File: src/rtl/dram_arb_ctrl_if.sv
// Requester-side handshake bundle for the DRAM arbiter: one write port and one read port.
interface dram_arb_ctrl_if #(
    parameter int DW = 8,
    parameter int AW = 8
);
    logic          wr_req;
    logic [AW-1:0] wr_addr;
    logic [DW-1:0] wr_data;
    logic          wr_ack;
    logic          rd_req;
    logic [AW-1:0] rd_addr;
    logic [DW-1:0] rd_data;
    logic          rd_valid;

    // Requester side drives requests and consumes completions
    modport master (
        output wr_req, wr_addr, wr_data, rd_req, rd_addr,
        input  wr_ack, rd_data, rd_valid
    );

    // Arbiter side consumes requests and drives completions
    modport slave (
        input  wr_req, wr_addr, wr_data, rd_req, rd_addr,
        output wr_ack, rd_data, rd_valid
    );
endinterface

File: src/rtl/dram_arb_ctrl.sv
// Arbitrates one write and one read requester onto a simple SRAM/DRAM-style
// memory port. Writes hold address/data for WR_SETUP cycles before a single
// wea strobe; reads wait RD_LAT cycles before sampling ddatain. All outputs
// come straight from flops, so every registered output is computed from the
// next state rather than the current one.
module dram_arb_ctrl #(
    parameter int DW        = 8,
    parameter int AW        = 8,
    parameter int WR_SETUP  = 1,
    parameter int RD_LAT    = 2,
    parameter int PRIO_MODE = 0
) (
    input  logic            gclk,
    input  logic            rst_n,
    dram_arb_ctrl_if.slave  bus,
    output logic            wea_o,
    output logic            busy_o,
    output logic [AW-1:0]   daddr_o,
    output logic [DW-1:0]   ddataout_o,
    input  logic [DW-1:0]   ddatain_i
);

    typedef enum logic [2:0] {
        IDLE,
        WSETUP,
        WSTROBE,
        RWAIT,
        RDONE
    } state_t;

    localparam logic [3:0] WS_LOAD = 4'((WR_SETUP > 0) ? (WR_SETUP - 1) : 0);
    localparam logic [3:0] RL_LOAD = 4'((RD_LAT > 0) ? (RD_LAT - 1) : 0);

    state_t        state_q, state_d;
    logic [3:0]    cnt_q, cnt_d;
    logic          lastRd_q, lastRd_d;
    logic          wea_q, wea_d;
    logic          wrAck_q, wrAck_d;
    logic          rdValid_q, rdValid_d;
    logic          busy_q, busy_d;
    logic [AW-1:0] daddr_q, daddr_d;
    logic [DW-1:0] ddataout_q, ddataout_d;
    logic [DW-1:0] rdData_q, rdData_d;
    logic          selWr, selRd;

    // Pick which pending request wins; lastRd_q breaks ties in round-robin mode
    always_comb begin
        selWr = 1'b0;
        if (PRIO_MODE == 0) begin
            selWr = bus.wr_req;
        end else if (PRIO_MODE == 1) begin
            selWr = bus.wr_req & ~bus.rd_req;
        end else begin
            selWr = bus.wr_req & (~bus.rd_req | lastRd_q);
        end
        selRd = bus.rd_req & ~selWr;
    end

    // State and output registers, cleared together so a reset aborts any transaction
    always_ff @(posedge gclk) begin
        if (!rst_n) begin
            state_q    <= IDLE;
            cnt_q      <= 4'd0;
            lastRd_q   <= 1'b1;
            wea_q      <= 1'b0;
            wrAck_q    <= 1'b0;
            rdValid_q  <= 1'b0;
            busy_q     <= 1'b0;
            daddr_q    <= '0;
            ddataout_q <= '0;
            rdData_q   <= '0;
        end else begin
            state_q    <= state_d;
            cnt_q      <= cnt_d;
            lastRd_q   <= lastRd_d;
            wea_q      <= wea_d;
            wrAck_q    <= wrAck_d;
            rdValid_q  <= rdValid_d;
            busy_q     <= busy_d;
            daddr_q    <= daddr_d;
            ddataout_q <= ddataout_d;
            rdData_q   <= rdData_d;
        end
    end

    // Next-state sequencing; the latency counter reaching zero ends the wait states
    always_comb begin
        state_d = state_q;
        case (state_q)
            IDLE: begin
                if (selWr) begin
                    state_d = (WR_SETUP == 0) ? WSTROBE : WSETUP;
                end else if (selRd) begin
                    state_d = RWAIT;
                end
            end
            WSETUP:  if (cnt_q == 4'd0) state_d = WSTROBE;
            WSTROBE: state_d = IDLE;
            RWAIT:   if (cnt_q == 4'd0) state_d = RDONE;
            RDONE:   state_d = IDLE;
            default: state_d = IDLE;
        endcase
    end

    // Next values for the registered outputs, latches and counter
    always_comb begin
        cnt_d      = cnt_q;
        lastRd_d   = lastRd_q;
        daddr_d    = daddr_q;
        ddataout_d = ddataout_q;
        rdData_d   = rdData_q;
        wea_d      = (state_d == WSTROBE);
        wrAck_d    = (state_d == WSTROBE);
        rdValid_d  = (state_d == RDONE);
        busy_d     = (state_d != IDLE);
        case (state_q)
            IDLE: begin
                if (selWr) begin
                    daddr_d    = bus.wr_addr;
                    ddataout_d = bus.wr_data;
                    cnt_d      = WS_LOAD;
                    lastRd_d   = 1'b0;
                end else if (selRd) begin
                    daddr_d  = bus.rd_addr;
                    cnt_d    = RL_LOAD;
                    lastRd_d = 1'b1;
                end
            end
            WSETUP: begin
                if (cnt_q != 4'd0) cnt_d = cnt_q - 4'd1;
            end
            RWAIT: begin
                if (cnt_q != 4'd0) begin
                    cnt_d = cnt_q - 4'd1;
                end else begin
                    rdData_d = ddatain_i;
                end
            end
            default: begin
                cnt_d = cnt_q;
            end
        endcase
    end

    assign wea_o        = wea_q;
    assign busy_o       = busy_q;
    assign daddr_o      = daddr_q;
    assign ddataout_o   = ddataout_q;
    assign bus.wr_ack   = wrAck_q;
    assign bus.rd_valid = rdValid_q;
    assign bus.rd_data  = rdData_q;

endmodule
File: src/flat_wrapper.sv
// flat-port wrapper written by rule: the top's interface ports become plain ports
module dram_arb_ctrl_flat 
#(
    parameter int DW        = 8,
    parameter int AW        = 8,
    parameter int WR_SETUP  = 1,
    parameter int RD_LAT    = 2,
    parameter int PRIO_MODE = 0
)
  (gclk, rst_n, wea_o, busy_o, daddr_o, ddataout_o, ddatain_i, bus_wr_req, bus_wr_addr, bus_wr_data, bus_rd_req, bus_rd_addr, bus_wr_ack, bus_rd_data, bus_rd_valid);
  dram_arb_ctrl_if #(.DW(DW), .AW(AW)) bus_i ();
  input  logic gclk;
  input  logic rst_n;
  output logic wea_o;
  output logic busy_o;
  output logic [AW-1:0] daddr_o;
  output logic [DW-1:0] ddataout_o;
  input  logic [DW-1:0] ddatain_i;
  input wire logic [$bits(bus_i.wr_req)-1:0] bus_wr_req;
  input wire logic [$bits(bus_i.wr_addr)-1:0] bus_wr_addr;
  input wire logic [$bits(bus_i.wr_data)-1:0] bus_wr_data;
  input wire logic [$bits(bus_i.rd_req)-1:0] bus_rd_req;
  input wire logic [$bits(bus_i.rd_addr)-1:0] bus_rd_addr;
  output wire logic [$bits(bus_i.wr_ack)-1:0] bus_wr_ack;
  output wire logic [$bits(bus_i.rd_data)-1:0] bus_rd_data;
  output wire logic [$bits(bus_i.rd_valid)-1:0] bus_rd_valid;
  assign bus_i.wr_req = bus_wr_req;
  assign bus_i.wr_addr = bus_wr_addr;
  assign bus_i.wr_data = bus_wr_data;
  assign bus_i.rd_req = bus_rd_req;
  assign bus_i.rd_addr = bus_rd_addr;
  assign bus_wr_ack = bus_i.wr_ack;
  assign bus_rd_data = bus_i.rd_data;
  assign bus_rd_valid = bus_i.rd_valid;
  dram_arb_ctrl #(.DW(DW), .AW(AW), .WR_SETUP(WR_SETUP), .RD_LAT(RD_LAT), .PRIO_MODE(PRIO_MODE)) u_core (.gclk(gclk), .rst_n(rst_n), .bus(bus_i), .wea_o(wea_o), .busy_o(busy_o), .daddr_o(daddr_o), .ddataout_o(ddataout_o), .ddatain_i(ddatain_i));
endmodule
File: config.mk
export PLATFORM = sky130hd
export DESIGN_NAME = dram_arb_ctrl_flat
export DESIGN_NICKNAME = d
export VERILOG_FILES = /design/src/rtl/dram_arb_ctrl_if.sv /design/src/rtl/dram_arb_ctrl.sv /design/src/flat_wrapper.sv
export SDC_FILE = /design/constraint.sdc
export NUM_CORES = 1
export LEC_CHECK = 0
export CAP_MARGIN = 20
export CORE_MARGIN = 4
export CORE_UTILIZATION = 44
export CTS_BUF_LIST = sky130_fd_sc_hd__clkbuf_4 sky130_fd_sc_hd__clkbuf_8
export DETAILED_ROUTE_END_ITERATION = 10
export PLACE_DENSITY = 0.82
export SYNTH_ARGS = -nofsm -noshare
export SYNTH_HDL_FRONTEND = slang
export SYNTH_SLANG_ARGS = --single-unit
File: constraint.sdc
create_clock -name gclk -period 1.72 [get_ports gclk]
set_input_delay 0.344 -clock gclk [delete_from_list [all_inputs] [get_ports gclk]]
set_output_delay 0.344 -clock gclk [all_outputs]
set_load 0.005 [all_outputs]
Word-level counts from Yosys, hierarchy flattened
Index checks and enable logic that the tools add are counted.

Bits of input ports: 36. Bits in registers: 34. Output and inout port bits: 28. Word-level logic and storage cells: 40.

Equal/unequal tests: 6. Reductions and logical operators: 11. Add/subtract/negate cells: 1. Multiplexer cells: 11. Bitwise logic cells: 3.

Operator list (number): 2-to-1 mux 8 bit (2); 2-to-1 mux 3 bit (4); 2-to-1 mux 4 bit (3); one-hot mux 3 bit (3 select lines) (1); one-hot mux 4 bit (2 select lines) (1); == test 3 x 2 -> 1 bit (second input constant) (2); AND reduction 2 bit (3); logical NOT 4 bit (1); nonzero test 2 bit (2); nonzero test 4 bit (1); subtractor 4 x 1 -> 4 bit (second input constant) (1); == test 3 x 1 -> 1 bit (second input constant) (1); == test 3 bit (second input constant) (1); logical NOT 3 bit (1); inequality test 3 x 2 -> 1 bit (second input constant) (1); AND reduction 3 bit (1); nonzero test 3 bit (1); inequality test 2 x 1 -> 1 bit (second input constant) (1); inverter 1 bit (2); OR reduction 2 bit (1); AND 1 bit (1).

Longest topological paths before layout
Depth in word-level cells: 6. Gate-level depth with buffers: 6. Mapped depth without buffers: 5.

Least setup slack after synthesis
Ideal clock, no wire load.

Path kind: register to register. Start: reg u_core.cnt_q[0]. End: reg u_core.state_q[0]. Library setup time: 0.115 ns. Arrival: 1.341 ns. Period minus slack after synthesis: 1.456 ns. Data required time: 1.605 ns. Slack: 0.264 ns. Cell stages (with the launch flop): 7. Path buffers: 1. Cells stage by stage: dfxtp_1 -> inv_1 -> ha_1 -> nor3b_1 -> buf_4 -> nor2_1 -> o21a_1.

Longest elaborated chain between the ends: 3. Elaborated cells on any way between the ends: 4. Those cells by class: mux: 3; reduce/logical: 1.

Ends and longest elaborated chain: start, declared (line dram_arb_ctrl.sv:35) `logic [3:0] cnt_q, cnt_d;`; start signal, assigned (line dram_arb_ctrl.sv:74) `cnt_q <= cnt_d;`; logical NOT 4 bit (*) (line dram_arb_ctrl.sv:97, dram_arb_ctrl.sv:99); 2-to-1 mux 3 bit (on tied branches) (line dram_arb_ctrl.sv:99, dram_arb_ctrl.sv:97); one-hot mux 3 bit (3 select lines) (*) (line dram_arb_ctrl.sv:89) `case (state_q)`; end signal, assigned (line dram_arb_ctrl.sv:73) `state_q <= state_d;`; end, declared (line dram_arb_ctrl.sv:34) `state_t state_q, state_d;`.

Every way passes the cells marked *; elsewhere a longest branch is shown, timed or not. A chain may end at the register's enable or synchronous reset.

Final worst setup path
Start: reg u_core.state_q[0]. End: reg u_core.daddr_q[1], in the netlist u_core.daddr_o[1].

Longest elaborated chain between the ends: 2.

Ends and longest elaborated chain: logical NOT 3 bit (line dram_arb_ctrl.sv:116) `case (state_q)`; AND reduction 2 bit (no line); end signal, assigned (line dram_arb_ctrl.sv:80) `daddr_q <= daddr_d;`; end, declared (line dram_arb_ctrl.sv:41) `logic [AW-1:0] daddr_q, daddr_d;`.

Every way passes these cells.

==> results.json <==
{
  "status": "completed",
  "post-cts-setup-buffers": 0,
  "post-route-util": 0.678,
  "tightest_slew_ns": 0.517,
  "period_share": 0.930,
  "power.total_mw": 2.16,
  "synth_fa_ha_area_frac": 0.0165,
  "path_clk_slew_ns": 0.10,
  "cts_tree": "built",
  "antennaDiodeCount": 0,
  "synth_seq_cells": 34,
  "die_h_um": 66.7,
  "holdPathStages": 2,
  "vias_per_cell": 5.15,
  "synth_nets": 204,
  "drc": 0,
  "yosysWarnings": 0,
  "core-area_sq_um": 3340,
  "place_inst": 270,
  "grt_pass1_vias": 1351,
  "synth_compound_area_frac": 0.203,
  "synth_top_family_by_area": "simple AND/OR/NAND/NOR gates",
  "leakage_nw": 0.835,
  "fin_cells": 278,
  "hold_end": "u_core.ddataout_o[3]",
  "path_cells": "or3_4, nor2_2, a211oi_1",
  "fmax_mhz": 625,
  "syn_avg_cell_area_sq_um": 9.14,
  "numCtsBuffers": 5,
  "finalHoldViolCount": 0,
  "ios": 64,
  "drive_gt1_frac": 0.0991,
  "synth-xor-area-share": 0.00578,
  "finalSetupTns_ns": 0,
  "grt_usage": 0.172,
  "drt_iter0_drc": 88,
  "worst_path_max_delay_cell": "or3_4",
  "area_delta_synth_final_pct": 49.3,
  "cts_resized": 0,
  "fp.dieArea_sq_um": 4450,
  "maxCapViolations": 0,
  "critPathLaunchType": "flip-flop",
  "r2r_slack_ns": 0.12,
  "nets": 269,
  "holdWs_ns": 0.457,
  "grt_pass1_wl_um": 5990,
  "setup_viol": 0,
  "num_rows": 21,
  "antenna_left": 0,
  "antenna_found_initial": 0,
  "fin_crit_ns": 1.60,
  "synthMuxAreaShare": 0.0528,
  "end_kind": "flip-flop",
  "max-clock-path-buffers": 2,
  "grt_setup_unrepaired": "false",
  "arrival_ns": 1.79,
  "ir_worst_vdd_mv": 0.557,
  "hp-start": "u_core.ddataout_o[3]",
  "reg2regPathDepth": 3,
  "fillerInstances": 283,
  "start_util": 0.454,
  "die_w_um": 66.7,
  "crit_type": "reg -> reg",
  "cts_sinks": 34,
  "finClkSkew_ns": 0.00670,
  "syn-instance-count": 166,
  "insertion_delay_ns": 0.33,
  "synthDistinctLibCells": 40,
  "finalMaxSlewViolations": 0,
  "ys_seq_area_frac": 0.449,
  "wl_per_cell_um": 13.0,
  "grt_overflow_total": 0,
  "cts-htree-levels": 2,
  "r2r-start": "u_core.state_q[0]",
  "cts_hold_buf": 0,
  "dr_total_vias": 1433,
  "crit_required_ns": 1.91,
  "syn_area_sq_um": 1520,
  "synth_simple_gate_area_frac": 0.207,
  "hold_class": "reg -> reg",
  "gp_congestion": 0.831,
  "ctsRootBufferMaster": "clkbuf_4",
  "maxSlewHeadroom": 0.654,
  "wirelength_um": 3610,
  "portBuffers": 63,
  "first_pass_iters": 4,
  "rr_endpoint": "u_core.daddr_o[1]",
  "crit_fanout": 11,
  "max_stage_delay_ns": 0.47,
  "power_density_nw_per_um2": 953,
  "grt_max_degree": 32,
  "dp_hpwl_um": 2640
}
[Yosys cell counts (all sizes together)]
cell    count  area (sq um)
nor2        3          13.8
ha          2          25.0
buf        10          70.1
nor3        3          20.0
a211oi      8          60.1
nand2      18          67.6
nor4b       2          32.5
and3b       1          8.76
mux2i       8          80.1
nor3b       1          7.51
o211ai      1          7.51
or3         2          17.5
xnor2       1          8.76
nand2b      1          13.8
o221ai      2          17.5
a211o       1          8.76
nor2b       2          12.5
a21oi      25           125
o41ai       1          16.3
clkbuf      4          15.0
o21a        2          15.0
nand3b      1          7.51
or2         1          6.26
nor4        1          6.26
clkinv      1          3.75
o21ai       9          45.0
or4b        1          10.0
dfxtp      34           681
inv         3          11.3
or3b        2          17.5
nand3      10          50.1
a31oi       2          12.5
or4         3          22.5
[logic make-up after synthesis]
| group | after synthesis |
|---|---|
| muxes | 8 |
| AOI/OAI and AO/OA | 51 |
| buffers and inverters | 18 |
| DFF | 34 |
| and+or+nand+nor | 52 |
| adders and majority gates | 2 |
| xor gates and xnor gates | 1 |
[critical path: cells and delay by family (launching register included)]
family           cells  cell delay [ns]
AND/OR/NAND/NOR      2             0.87
flip-flops           1             0.45
AO/OA/AOI/OAI        1             0.14
[sequential cells by signal, summed over array words and instances, names as in the netlist]
| signal | cells |
|---|---|
| u_core.bus.rd_data | 8 |
| u_core.bus.rd_valid | 1 |
| u_core.busy_o | 1 |
| u_core.cnt_q | 4 |
| u_core.daddr_o | 8 |
| u_core.ddataout_o | 8 |
| u_core.state_q | 3 |
| u_core.wea_o | 1 |
[final cells by class]
class	count	area, sq um	area share
timing repair buffer	72	711	0.314
sequential	34	681	0.301
inverter	4	15.0	0.00663
tap	46	57.6	0.0254
multi-input combinational	114	736	0.325
clock buffer	7	58.8	0.0260
clock inverter	1	5.00	0.00221
[metal layers]
| layer | vias to the layer above | wire length (um) | global-route usage |
|---|---|---|---|
| met1 | 656 | 1560 | 0.207 |
| met4 | 0 | 29 | 0.0533 |
| li1 | 726 | - | - |
| met5 | - | 0 | 0 |
| met3 | 5 | 316 | 0.0573 |
| met2 | 46 | 1690 | 0.286 |
[cell usage in the layout (no fill, tap or decap), drive strengths merged, types with 2 or more instances in the layout]
cell           count
a31oi              2
nor2               3
buf                9
inv                3
o21a               2
nand2             18
a21oi             25
o221ai             2
clkdlybuf4s50     63
clkbuf             7
dfxtp             34
nor4b              2
o21ai              9
or4                3
mux2i              8
nand3             10
nor3               3
ha                 2
or3                2
a211oi             8
or3b               2
clkinv             2
nor2b              2
[worst max path at each step]
stage / startpoint / slack (ns) / to
finish: u_core.state_q[0] / 0.12 / u_core.daddr_o[1]
global route: u_core.state_q[0] / 0.002 / u_core.daddr_o[2]
CTS: u_core.state_q[0] / 0.09 / u_core.daddr_o[2]
detailed placement: bus_wr_req / -0.13 / u_core.daddr_o[1]
global placement: bus_wr_req / -0.07 / u_core.daddr_o[5]
floorplan: u_core.cnt_q[0] / 0.26 / u_core.state_q[0]
[report_power, final]
| part | internal [mW] | switching [mW] | leakage (nW) |
|---|---|---|---|
| Clock | 0.214 | 0.255 | 0.0387 |
| Sequential | 0.884 | 0.0781 | 0.278 |
| Combinational | 0.393 | 0.334 | 0.518 |
[through the flow]
step / worst slack [ns] / area [sq um]
5_1_grt: 0.00216 / 2260
6_report: 0.121 / 2260
3_3_place_gp: -0.0682 / 2200
4_1_cts: 0.0871 / 2260
3_5_place_dp: -0.127 / 2200
2_1_floorplan: 0.264 / 1520
Note: power is estimated with default switching activity, not from simulation.
